### src/rtl/uart_tx_serializer_if.sv
// ---------------------------------------------------------------------------
// uart_tx_serializer_if
//
// Groups the FIFO-side handshake and the serial line outputs of the UART
// transmit serializer into one bundle.
//
//   fifo_empty     : upstream byte FIFO holds no data
//   fifo_out_valid : one-cycle pulse marking fifo_output as valid
//   fifo_output    : byte returned by the FIFO (WIDTH bits)
//   fifo_read_en   : registered one-cycle read request to the FIFO
//   tx             : registered serial line, idle high
//   tx_busy        : high whenever the serializer is not idle
//
// Modports:
//   master : the serializer (consumes FIFO data, drives tx)
//   slave  : the FIFO / line side
// ---------------------------------------------------------------------------
`timescale 1ns/1ps

interface uart_tx_serializer_if #(
  parameter int WIDTH = 8
);

  logic             fifo_empty;
  logic             fifo_out_valid;
  logic [WIDTH-1:0] fifo_output;
  logic             fifo_read_en;
  logic             tx;
  logic             tx_busy;

  modport master (
    input  fifo_empty,
    input  fifo_out_valid,
    input  fifo_output,
    output fifo_read_en,
    output tx,
    output tx_busy
  );

  modport slave (
    output fifo_empty,
    output fifo_out_valid,
    output fifo_output,
    input  fifo_read_en,
    input  tx,
    input  tx_busy
  );

endinterface

### src/rtl/uart_tx_serializer.sv
// ---------------------------------------------------------------------------
// uart_tx_serializer
//
// Pulls bytes from an upstream FIFO and sends them as 8N1-style UART frames
// (start bit, WIDTH data bits LSB first, one stop bit), each bit held for
// CLKS_PER_BIT clock cycles.
//
// Parameters:
//   CLKS_PER_BIT : clk cycles per UART bit (2..65535)
//   WIDTH        : data bits per frame
//
// Ports:
//   clk  : single clock, all state changes on its rising edge
//   rst  : asynchronous, active-high reset; forces the line high at once
//   bus  : uart_tx_serializer_if.master
//            fifo_empty / fifo_out_valid / fifo_output  (in)
//            fifo_read_en / tx / tx_busy                (out)
//
// Flow per byte: IDLE -> REQ (read_en high for one cycle) -> WAIT (up to four
// cycles for the FIFO's valid pulse) -> START -> DATA -> STOP -> IDLE.
// ---------------------------------------------------------------------------
`timescale 1ns/1ps

module uart_tx_serializer #(
  parameter int CLKS_PER_BIT = 868,
  parameter int WIDTH        = 8
) (
  input  logic                 clk,
  input  logic                 rst,
  uart_tx_serializer_if.master bus
);

  localparam int               BIT_W     = (WIDTH > 1) ? $clog2(WIDTH) : 1;
  localparam logic [15:0]      BAUD_LAST = 16'(CLKS_PER_BIT - 1);
  localparam logic [BIT_W-1:0] BIT_LAST  = BIT_W'(WIDTH - 1);
  // Four WAIT cycles are allowed for the FIFO to answer a read request.
  localparam logic [1:0]       WAIT_LAST = 2'd3;

  typedef enum logic [2:0] {
    IDLE  = 3'd0,
    REQ   = 3'd1,
    WAIT  = 3'd2,
    START = 3'd3,
    DATA  = 3'd4,
    STOP  = 3'd5
  } state_t;

  state_t           state_reg,   state_next;
  logic [15:0]      baud_reg,    baud_next;
  logic [BIT_W-1:0] bit_idx_reg, bit_idx_next;
  logic [WIDTH-1:0] shift_reg,   shift_next;
  logic [1:0]       wait_reg,    wait_next;
  logic             tx_reg,      tx_next;
  logic             read_en_reg, read_en_next;

  // Cleared by reset and set by the first clock edge afterwards. IDLE only
  // issues a read once it is set, so the earliest request after reset
  // release lands on the second rising edge.
  logic             armed_reg;

  // -------------------------------------------------------------------------
  // State register
  // -------------------------------------------------------------------------
  always_ff @(posedge clk or posedge rst) begin
    if (rst) begin
      state_reg   <= IDLE;
      baud_reg    <= '0;
      bit_idx_reg <= '0;
      shift_reg   <= '0;
      wait_reg    <= '0;
      tx_reg      <= 1'b1;
      read_en_reg <= 1'b0;
      armed_reg   <= 1'b0;
    end else begin
      state_reg   <= state_next;
      baud_reg    <= baud_next;
      bit_idx_reg <= bit_idx_next;
      shift_reg   <= shift_next;
      wait_reg    <= wait_next;
      tx_reg      <= tx_next;
      read_en_reg <= read_en_next;
      armed_reg   <= 1'b1;
    end
  end

  // -------------------------------------------------------------------------
  // Next-state and datapath logic
  // -------------------------------------------------------------------------
  always_comb begin
    state_next   = state_reg;
    baud_next    = baud_reg;
    bit_idx_next = bit_idx_reg;
    shift_next   = shift_reg;
    wait_next    = wait_reg;
    tx_next      = tx_reg;
    // The read request defaults low, so it can only ever be a single-cycle
    // pulse followed by at least one low cycle (the FIFO edge-detects it).
    read_en_next = 1'b0;

    case (state_reg)
      IDLE: begin
        tx_next = 1'b1;
        if (armed_reg && !bus.fifo_empty) begin
          read_en_next = 1'b1;
          state_next   = REQ;
        end
      end

      REQ: begin
        wait_next  = '0;
        state_next = WAIT;
      end

      WAIT: begin
        // fifo_out_valid is only looked at here; pulses in any other state
        // are ignored.
        if (bus.fifo_out_valid) begin
          shift_next = bus.fifo_output;
          tx_next    = 1'b0;
          baud_next  = '0;
          state_next = START;
        end else if (wait_reg == WAIT_LAST) begin
          tx_next    = 1'b1;
          state_next = IDLE;
        end else begin
          wait_next = wait_reg + 2'd1;
        end
      end

      START: begin
        if (baud_reg == BAUD_LAST) begin
          baud_next    = '0;
          bit_idx_next = '0;
          tx_next      = shift_reg[0];
          state_next   = DATA;
        end else begin
          baud_next = baud_reg + 16'd1;
        end
      end

      DATA: begin
        if (baud_reg == BAUD_LAST) begin
          baud_next = '0;
          if (bit_idx_reg == BIT_LAST) begin
            tx_next    = 1'b1;
            state_next = STOP;
          end else begin
            // Shift right so the next bit to send is always at index 0.
            shift_next   = shift_reg >> 1;
            tx_next      = shift_next[0];
            bit_idx_next = bit_idx_reg + BIT_W'(1);
          end
        end else begin
          baud_next = baud_reg + 16'd1;
        end
      end

      STOP: begin
        tx_next = 1'b1;
        if (baud_reg == BAUD_LAST) begin
          baud_next  = '0;
          state_next = IDLE;
        end else begin
          baud_next = baud_reg + 16'd1;
        end
      end

      default: begin
        tx_next    = 1'b1;
        state_next = IDLE;
      end
    endcase
  end

  // -------------------------------------------------------------------------
  // Outputs
  // -------------------------------------------------------------------------
  assign bus.tx           = tx_reg;
  assign bus.fifo_read_en = read_en_reg;
  // Derived from the state register, which reset clears asynchronously, so
  // tx_busy drops together with the line returning high.
  assign bus.tx_busy      = (state_reg != IDLE);

endmodule

### src/flat_wrapper.sv
// flat-port wrapper written by rule: the top's interface ports become plain ports
module uart_tx_serializer_flat 
#(
  parameter int CLKS_PER_BIT = 868,
  parameter int WIDTH        = 8
)
  (clk, rst, bus_fifo_empty, bus_fifo_out_valid, bus_fifo_output, bus_fifo_read_en, bus_tx, bus_tx_busy);
  uart_tx_serializer_if #(.WIDTH(WIDTH)) bus_i ();
  input  logic clk;
  input  logic rst;
  input wire logic [$bits(bus_i.fifo_empty)-1:0] bus_fifo_empty;
  input wire logic [$bits(bus_i.fifo_out_valid)-1:0] bus_fifo_out_valid;
  input wire logic [$bits(bus_i.fifo_output)-1:0] bus_fifo_output;
  output wire logic [$bits(bus_i.fifo_read_en)-1:0] bus_fifo_read_en;
  output wire logic [$bits(bus_i.tx)-1:0] bus_tx;
  output wire logic [$bits(bus_i.tx_busy)-1:0] bus_tx_busy;
  assign bus_i.fifo_empty = bus_fifo_empty;
  assign bus_i.fifo_out_valid = bus_fifo_out_valid;
  assign bus_i.fifo_output = bus_fifo_output;
  assign bus_fifo_read_en = bus_i.fifo_read_en;
  assign bus_tx = bus_i.tx;
  assign bus_tx_busy = bus_i.tx_busy;
  uart_tx_serializer #(.CLKS_PER_BIT(CLKS_PER_BIT), .WIDTH(WIDTH)) u_core (.clk(clk), .rst(rst), .bus(bus_i));
endmodule
### config.mk
export PLATFORM = sky130hd
export DESIGN_NAME = uart_tx_serializer_flat
export DESIGN_NICKNAME = d
export VERILOG_FILES = /design/src/rtl/uart_tx_serializer_if.sv /design/src/rtl/uart_tx_serializer.sv /design/src/flat_wrapper.sv
export SDC_FILE = /design/constraint.sdc
export NUM_CORES = 1
export LEC_CHECK = 0
export BUFFER_PORTS_ARGS = -buffer_cell sky130_fd_sc_hd__buf_2
export CAP_MARGIN = 20
export CORE_UTILIZATION = 30
export CTS_CLUSTER_DIAMETER = 100
export DETAILED_ROUTE_END_ITERATION = 12
export GPL_TIMING_DRIVEN = 0
export PLACE_DENSITY = 0.51
export RECOVER_POWER = 25
export SLEW_MARGIN = 25
export SYNTH_ARGS = -nofsm -noshare
export SYNTH_HDL_FRONTEND = slang
export SYNTH_SLANG_ARGS = --single-unit
### constraint.sdc
create_clock -name clk -period 2.15 [get_ports clk]
set_input_delay 0.215 -clock clk [delete_from_list [all_inputs] [get_ports clk]]
set_output_delay 0.215 -clock clk [all_outputs]
set_load 0.02 [all_outputs]
# Yosys cells after proc, flatten, opt, wreduce, memory -nomap -nowiden
# Index checks and enable logic that the tools add are counted.
[classes]
n_addsub = 3
eq_ne = 18
n_mux = 29
n_bitwise = 1
reduce_logical = 15
[op_table]
columns = ["op", "n"]
rows = [
  ["16-bit two-way mux", 2],
  ["16-bit case mux with 2 select lines", 1],
  ["3-bit two-way mux", 9],
  ["8-bit two-way mux", 3],
  ["3-bit case mux with 6 select lines", 1],
  ["16-bit by 1-bit adder with 16-bit output (second input constant)", 1],
  ["16-bit by 10-bit == test with 1-bit output (second input constant)", 1],
  ["8-bit case mux with 2 select lines", 1],
  ["4-bit AND reduction", 3],
  ["2-bit by 1-bit != test with 1-bit output (second input constant)", 5],
  ["3-bit == test (second input constant)", 3],
  ["2-bit != test (second input constant)", 4],
  ["2-bit nonzero test", 4],
  ["1-bit two-way mux", 7],
  ["3-bit by 2-bit == test with 1-bit output (second input constant)", 2],
  ["3-bit case mux with 2 select lines", 1],
  ["6-bit AND reduction", 1],
  ["2-bit two-way mux", 2],
  ["1-bit case mux with 4 select lines", 1],
  ["2-bit case mux with 2 select lines", 1],
  ["3-bit by 1-bit adder with 3-bit output (second input constant)", 1],
  ["3-bit by 1-bit == test with 1-bit output (second input constant)", 1],
  ["3-bit zero test", 1],
  ["3-bit by 2-bit != test with 1-bit output (second input constant)", 1],
  ["9 further kinds", 9],
]
[totals]
reg_bits = 35
elab_cells = 74

# Depth between registers and ports, before layout
# Gate-level depths: netlist (run 1).
[logic_depth]
depth_word = 4
depth_mapped = 6
mapped_depth_nobuf = 6

# Worst setup path before layout (run 1)
# Ideal clock, no wire load.
[synth_timing]
kind = "register to register"
startpoint = "register u_core.baud_reg[4]"
endpoint = "register u_core.shift_reg[0]"
setup_time_ns = 0.125
arrival_ns = 1.873
required_time_ns = 2.025
slack_ns = 0.152
stages_incl_launch_ff = 7
n_path_buf = 2
synth_period_minus_slack_ns = 1.998
path_cell_list = "dfrtp_1 > buf_6 > or4_4 > nor4_4 > a21o_1 > buf_6 > mux2_4"
[synth_via]
elab_chain_len = 3
[synth_rtl]
columns = ["element", "line", "rtl"]
rows = [
  ["from (decl)", "uart_tx_serializer.sv:49", "logic [15:0] baud_reg, baud_next;"],
  ["from (signal assigned)", "uart_tx_serializer.sv:76", "baud_reg <= baud_next;"],
  ["16-bit by 10-bit == test with 1-bit output", "uart_tx_serializer.sv:142", "if (baud_reg == BAUD_LAST) begin"],
  ["2-bit by 1-bit != test with 1-bit output (no line)", "n/a", ""],
  ["4-bit AND reduction (no line)", "n/a", ""],
  ["to (signal assigned)", "uart_tx_serializer.sv:78", "shift_reg <= shift_next;"],
  ["to (decl)", "uart_tx_serializer.sv:51", "logic [WIDTH-1:0] shift_reg, shift_next;"],
]
# No other way between the ends.
# A chain may end at the register's enable or synchronous reset.

# Worst setup path after layout (run 1)
[layout_timing]
startpoint = "register u_core.baud_reg[11]"
endpoint = "register u_core.shift_reg[3]"
# The elaborated chain is that of the path after synthesis.

==> results of run 1 <==
power by group through the flow:
stage	clock [mW]	combinational [mW]	sequential, mW
2_1_floorplan	0	0.945	1.06
3_3_place_gp	0	1.19	1.10
3_5_place_dp	0	1.20	1.11
4_1_cts	0.616	1.21	1.10
5_1_grt	0.641	1.35	1.14
6_report	0.599	1.21	1.10
per-stage QoR:
| stage | hold WS (ps) | setup TNS (ps) | cells |
|---|---|---|---|
| finish | 86.7 | 0 | 341 |
| global route | 79.3 | -1.93 | 341 |
| CTS | 78.9 | 0 | 338 |
| detailed placement | 159 | -793 | 324 |
| global placement | 390 | -776 | 323 |
| floorplan | 285 | 0 | 213 |
cell type report:
type                       instances  share of cell area, %
buffer                            11                   3.28
clock buffer                       7                   3.08
timing repair buffer              24                   5.86
multi-input combinational        159                   45.1
clock inverter                     1                   1.21
inverter                           8                   1.21
tap                               96                   4.85
sequential                        35                   35.4
placed cells by master, fill, tap and decap left out, types with 2 or more instances in the layout:
master / instances
o21ai_0: 11
nand4_1: 5
or4_1: 3
nand3_1: 8
a31oi_1: 16
buf_4: 10
clkbuf_8: 5
dfrtp_1: 34
mux2_2: 8
mux2_4: 6
or4_2: 3
a21oi_1: 7
clkbuf_2: 2
or3b_2: 2
a22o_1: 4
a41oi_1: 2
nor4_1: 6
and4_1: 2
nor3_1: 6
nand3b_1: 2
o211ai_1: 2
nor2b_1: 2
buf_6: 4
inv_1: 8
buf_2: 15
ha_1: 4
nand2b_1: 5
clkbuf_1: 5
nor2_1: 7
nor3b_1: 2
or3_1: 7
nand2_1: 15
path summary, 6_finish.rpt:
path	to	slack, ps	depth (start not counted)
max	u_core.shift_reg[3]	80	5
min	u_core.bus.fifo_read_en	90	2
max reg2reg	u_core.shift_reg[3]	80	5
min reg2reg	u_core.shift_reg[4]	510	1
max in group asynchronous	u_core.shift_reg[7]	690	4
min in group asynchronous	u_core.baud_reg[12]	440	3
metal layers:
layer	vias up	share of wire, %
met2	40	43
met4	0	1.3
met5	-	0
met1	877	53
li1	882	-
met3	8	2.9
kinds of logic (layout without fill, tap and decap cells):
family | Yosys count | after routing
other | 1 | 1
multiplexers | 15 | 15
flip-flops | 35 | 35
AO/OA/AOI/OAI | 53 | 53
buffers and inverters | 19 | 51
adder cells (fa/ha/maj) | 4 | 4
AND/OR/NAND/NOR | 86 | 86
timing repair:
action / in CTS / in global routing
hold buffers: 1 / 0
gates resized for setup: 0 / 3
pin swaps: 2 / 1
setup endpoints to repair: 19 / 12
endpoints found under the hold margin: 9 / 0
setup buffers: 5 / 3
==> impl_metrics.py, run 1 <==
metrics = {
    "sta": {
        "tightestPinTransition_ps": 763,
        "worst_slew_margin_rel_pct": 48.8,
        "postLayoutSetupSlackWorst_ps": 81.2,
        "clock_skew_ps": 14.2,
        "finalCritPeriodShare_pct": 96.2,
        "timing.final.hold_violations": 0,
        "finalMaxSlewViolations": 0,
        "achievable-frequency_mhz": 483,
        "setup_viol": 0,
        "finalWorstPathRequiredPeriod_ps": 2070,
    },
    "global_routing": {
        "global_route.overflow_total": 0,
        "global_route.usage.met1_pct": 22.2,
        "pin_count_of_the_biggest_net_entering_global_routing": 27,
        "initial_antenna_violation_count": 0,
        "grtUsageMet3_pct": 2.98,
        "busiest_layer": "met1",
        "grtUsageTotal_pct": 14.9,
        "wire_length_of_the_first_global_routing_pass_um": 8630,
        "groute.layer.met2.usage_pct": 21.7,
        "grt_pass1_vias": 1662,
    },
    "power_and_ir_drop": {
        "p_sw_share_pct": 38.3,
        "clock_power_share_pct": 20.6,
        "leakage_nw": 1.05,
        "combinational_group_share_of_total_power_pct": 41.5,
        "internal_power_mw": 1.79,
        "power.net_switching_mw": 1.11,
        "sequential_power_share_pct": 37.9,
        "power_mw": 2.91,
        "irDropWorstVdd_uv": 308,
        "pwr_density_cell_nw_per_um2": 1170,
    },
    "hold_path": {
        "hold_path.class": "input pin to flip-flop",
        "timing.hold.worst.start": "bus_fifo_empty",
    },
    "cells_and_area": {
        "final_core_util_pct": 36.5,
        "syn_to_final_growth_pct": 18.0,
        "area_of_combinational_cells_with_multiple_inputs_sq_um": 1120,
        "filler_cell_count": 684,
        "max_ffs_per_register": 16,
        "fin_area_sq_um": 2480,
        "layout.area.seq_sq_um": 877,
        "antennaDiodeCount": 0,
        "nNetsFinal": 260,
        "post_route_cells_drive_above_1_share_pct": 26.1,
    },
    "worst_setup_path": {
        "element_type_at_the_critical_path_start": "flip-flop",
        "critical_path.max_fanout": 8,
        "cp_slowest_cell": "or4_4",
        "worstReg2RegStart": "u_core.baud_reg[11]",
        "critical_path.endpoint_type": "flip-flop",
        "cp_cell_sequence": "or4_4 > nor4_4 > a21o_1 > buf_6 > mux2_4",
        "path_class": "flip-flop to flip-flop",
        "critical_path.max_stage_delay_ps": 540,
        "critical_path_buf_inv_count": 1,
        "crit_arrival_ps": 2240,
        "worst_path_dominant_cell_family": "simple AND/OR/NAND/NOR gates",
        "crit_path_start": "u_core.baud_reg[11]",
        "critical_path_required_ps": 2320,
    },
    "placed_design": {
        "port_buffers": 14,
        "place_worst_setup_slack_ps": -98.4,
        "gp_routability_congestion": 0.844,
        "place_area_sq_um": 2310,
        "dpl.hpwl_um": 3490,
    },
    "yosys": {
        "postSynthNetCount": 229,
        "synth_top_flop_cell": "dfrtp_1",
        "post_synth_simple_gate_area_pct": 25.0,
        "synth_most_common_cell": "dfrtp_1",
        "synth_top_family_by_area": "simple AND/OR/NAND/NOR gates",
        "synth_compound_area_share_pct": 16.4,
        "ffs_w_async_s_r_synth_pct": 100,
        "post_synth_top_area_cell": "dfrtp_1",
        "synth_cell_type_count": 53,
        "synth-adder-area-share_pct": 2.38,
        "share_of_the_synthesized_netlist_area_taken_by_xor_and_xnor_gates_pct": 0,
        "synthCells": 213,
        "post-synth-top-area-fraction_pct": 40.5,
        "synth_top_cells_by_count": "dfrtp_1, a31oi_1, nand2_1",
        "yosys-mux-area-fraction_pct": 9.05,
        "synth-edff-count": 0,
        "synth.area.top_cells": "dfrtp_1, a31oi_1, mux2_2, mux2_4, o21ai_0",
        "synth.yosys.warnings": 0,
        "synthesis.area_sq_um": 2100,
        "number_of_synthesized_register_bits": 35,
        "post_synth.cell_area_avg_sq_um": 9.86,
        "seq_total_area_yosys_pct": 41.8,
    },
    "outcome": {
        "run_status": "complete, no violations",
    },
    "die": {
        "io-pin-count": 15,
        "std_cell_rows": 30,
        "initial_utilization_pct": 30.9,
        "die-width_um": 85.7,
        "floorplan.core_area_sq_um": 6790,
        "floorplan.die_area_sq_um": 7340,
        "die-height_um": 85.7,
    },
    "clocking": {
        "cts_tree": "done",
        "cts_max_path_buffers": 2,
        "htreeDepth": 2,
        "clock-root-buffer": "clkbuf_8",
        "tritoncts.num_buffers": 5,
        "clk_pin_slew_ps": 80,
        "clock_sink_count": 35,
        "worst_skew_pair.late_latency_ps": 280,
    },
    "detailed_routing": {
        "ant_nets": 0,
        "drc": 0,
        "route.detailed.vias_per_inst": 5.30,
        "route.final.wire_length_um": 5100,
        "number_of_iterations_in_the_first_detailed_routing_pass": 6,
        "initialDrtViolationCount": 96,
        "avgRoutedWirePerCell_um": 14.9,
        "routed_via_count": 1807,
    },
    "run": {
        "drv_cap": 0,
    },
}
(Power assumes the default switching activity.)
==> run 2, diff against run 1 <==
--- a/config.mk
+++ b/config.mk
@@ -5,13 +5,13 @@
 export SDC_FILE = /design/constraint.sdc
 export NUM_CORES = 1
 export LEC_CHECK = 0
-export BUFFER_PORTS_ARGS = -buffer_cell sky130_fd_sc_hd__buf_2
 export CAP_MARGIN = 20
 export CORE_UTILIZATION = 30
 export CTS_CLUSTER_DIAMETER = 100
 export DETAILED_ROUTE_END_ITERATION = 12
+export DONT_BUFFER_PORTS = 1
 export GPL_TIMING_DRIVEN = 0
-export PLACE_DENSITY = 0.51
+export PLACE_DENSITY = 0.5
 export RECOVER_POWER = 25
 export SLEW_MARGIN = 25
 export SYNTH_ARGS = -nofsm -noshare
==> run 2 against run 1 <==
Global-route usage shrank 0.16 points; final cell count shrank 4.1%; sequential share of layout area grew 0.45 points; worst setup slack lost 5.1 ps; clock-buffer cell count shrank 2; design area shrank 1.1%; clock skew shrank 12 ps; register-to-register slack is essentially flat; first-iteration DRC count grew 41%; sequential cell count is the same; non-clock buffer count shrank 14; critical path type unchanged; largest power group unchanged.
==> impl_metrics.py, run 2 (same netlist as run 1, synthesis figures left out) <==
metrics = {
    "outcome": {
        "run_status": "complete, no violations",
    },
    "die": {
        "floorplan.die_area_sq_um": 7340,
        "floorplan.core_area_sq_um": 6790,
        "io-pin-count": 15,
        "die-width_um": 85.7,
        "die-height_um": 85.7,
        "initial_utilization_pct": 30.9,
        "std_cell_rows": 30,
    },
    "worst_setup_path": {
        "worstReg2RegStart": "u_core.baud_reg[4]",
        "critical_path.max_fanout": 8,
        "element_type_at_the_critical_path_start": "flip-flop",
        "critical_path.endpoint_type": "flip-flop",
        "path_class": "flip-flop to flip-flop",
        "cell_seen_most_often_among_critical_path_stages": "buf_6",
        "critical_path_required_ps": 2330,
        "r2r_slack_ps": 80,
        "cp_cell_sequence": "buf_6 > or4_4 > nor4_4 > a21o_1 > buf_6 > mux2_4",
        "critical_path.max_stage_delay_ps": 490,
        "cp_slowest_cell": "or4_4",
        "critical_path.reg2reg.endpoint": "u_core.shift_reg[4]",
        "crit_arrival_ps": 2250,
        "r2r_cells": 6,
    },
    "cells_and_area": {
        "post_route_cells_drive_above_1_share_pct": 22.9,
        "layout.area.seq_sq_um": 878,
        "max_ffs_per_register": 16,
        "nNetsFinal": 246,
        "filler_cell_count": 688,
        "layout_cells_excl_fill": 327,
        "antennaDiodeCount": 0,
        "mostFrequentLayoutCells": "dfrtp_1, a31oi_1, nand2_1",
        "mostFrequentLayoutCell": "dfrtp_1",
        "final_core_util_pct": 36.1,
        "area_of_combinational_cells_with_multiple_inputs_sq_um": 1130,
        "syn_to_final_growth_pct": 16.7,
    },
    "sta": {
        "grt_setup_unrepaired": "yes",
        "finalMaxSlewViolations": 0,
        "finalCritPeriodShare_pct": 96.5,
        "hold-worst-slack_ps": 60.4,
        "worst_slew_margin_rel_pct": 46.3,
        "tightestPinTransition_ps": 800,
        "setup_viol": 0,
        "achievable-frequency_mhz": 482,
        "finalWorstPathRequiredPeriod_ps": 2070,
        "timing.final.hold_violations": 0,
        "clock_skew_ps": 2.03,
    },
    "global_routing": {
        "grtUsageTotal_pct": 14.7,
        "wire_length_of_the_first_global_routing_pass_um": 8630,
        "pin_count_of_the_biggest_net_entering_global_routing": 26,
        "busiest_layer": "met2",
        "groute.layer.met2.usage_pct": 22.3,
        "initial_antenna_violation_count": 0,
        "grt_pass1_vias": 1671,
        "global_route.overflow_total": 0,
        "global_route.usage.met1_pct": 21.0,
        "grtUsageMet3_pct": 3.95,
    },
    "placed_design": {
        "gp_routability_congestion": 0.848,
        "port_buffers": 0,
        "dpl.hpwl_um": 3600,
        "place_inst": 310,
    },
    "detailed_routing": {
        "initialDrtViolationCount": 135,
        "drc": 0,
        "route.detailed.vias_per_inst": 5.35,
        "ant_nets": 0,
        "avgRoutedWirePerCell_um": 15.6,
        "number_of_iterations_in_the_first_detailed_routing_pass": 7,
        "routed_via_count": 1750,
        "route.final.wire_length_um": 5100,
    },
    "power_and_ir_drop": {
        "combinational_group_share_of_total_power_pct": 39.4,
        "irDropWorstVdd_uv": 319,
        "sequential_power_share_pct": 36.9,
        "pwr_density_cell_nw_per_um2": 1240,
        "internal_power_mw": 1.92,
        "power.net_switching_mw": 1.13,
        "p_sw_share_pct": 36.9,
        "clock_power_share_pct": 23.7,
        "leakage_nw": 1.00,
    },
    "clocking": {
        "clock-root-buffer": "clkbuf_8",
        "htreeDepth": 2,
        "clock_sink_count": 35,
        "cts_tree": "done",
        "cts_max_path_buffers": 2,
        "tritoncts.num_buffers": 5,
        "worst_skew_pair.late_latency_ps": 280,
        "clk_pin_slew_ps": 80,
    },
    "run": {
        "drv_cap": 0,
    },
    "hold_path": {
        "hold_path_depth": 2,
        "hold_path.class": "input pin to flip-flop",
        "holdPathEnd": "u_core.shift_reg[7]",
        "timing.hold.worst.start": "bus_fifo_output[7]",
    },
}
run 2: cell count changes in the layout (fill, tap and decap cells not counted), sizes merged:
| cell | previous run | this run |
|---|---|---|
| buf | 29 | 14 |
| bufinv | 1 | 2 |
| clkinvlp | 0 | 1 |
| dlygate4sd3 | 1 | 2 |
| clkbuf | 12 | 10 |
run 2: how the worst max path moves through the flow:
stage | slack [ps] | start | endpoint
global placement | -140 | u_core.state_reg[0] | u_core.baud_reg[2]
CTS | 10 | u_core.baud_reg[12] | u_core.shift_reg[4]
global route | -20 | u_core.baud_reg[4] | u_core.shift_reg[4]
floorplan | 150 | u_core.baud_reg[4] | u_core.shift_reg[0]
detailed placement | -110 | u_core.baud_reg[10] | u_core.baud_reg[3]
finish | 80 | u_core.baud_reg[4] | u_core.shift_reg[4]
run 2: layout make-up:
cell class              count  share of cell area, %
clock buffers               5                   2.81
plain buffers              11                   3.27
flip-flops and latches     35                   35.8
repair buffers             10                   3.16
multi-input cells         159                   46.0
clock inverters             3                   2.76
inverters                   8                   1.23
well taps                  96                   4.90
run 2: timing repair:
item | in CTS | in global routing
endpoints found under the setup margin | 16 | 13
gates resized for setup | 0 | 4
gates cloned | 0 | 0
endpoints found under the hold margin | 10 | 0
hold buffers | 2 | 0
pin swaps | 2 | 1
buffers inserted | 4 | 3
run 2: power by group through the flow:
stage / combinational (mW) / sequential, mW / clock (mW)
CTS: 1.17 / 1.11 / 0.740
floorplan: 0.945 / 1.06 / 0
global route: 1.34 / 1.16 / 0.768
finish: 1.20 / 1.12 / 0.724
detailed placement: 1.16 / 1.12 / 0
global placement: 1.15 / 1.12 / 0
run 2: routing by layer:
metal | wire length (um) | share of wire [%]
met1 | 2640 | 52
met2 | 2340 | 46
met3 | 117 | 2.3
met4 | 4 | 0.078
met5 | 0 | 0
run 2: through the flow:
step	instance area (sq um)	power (mW)	setup WS (ps)	TNS, ps
after floorplan	2100	2.01	152	0
after global placement	2220	2.27	-138	-1300
after detailed placement	2240	2.29	-107	-1000
after CTS	2430	3.02	14.3	0
after global routing	2450	3.27	-15.8	-48.1
final	2450	3.05	76.0	0
run 2: worst max-delay path, delay by kind of cell (launching register included):
kind                   cells  cell delay, ps
buffers and inverters      2             280
flip-flops                 1             380
AO/OA/AOI/OAI              1             180
multiplexers               1             300
AND/OR/NAND/NOR            2             830
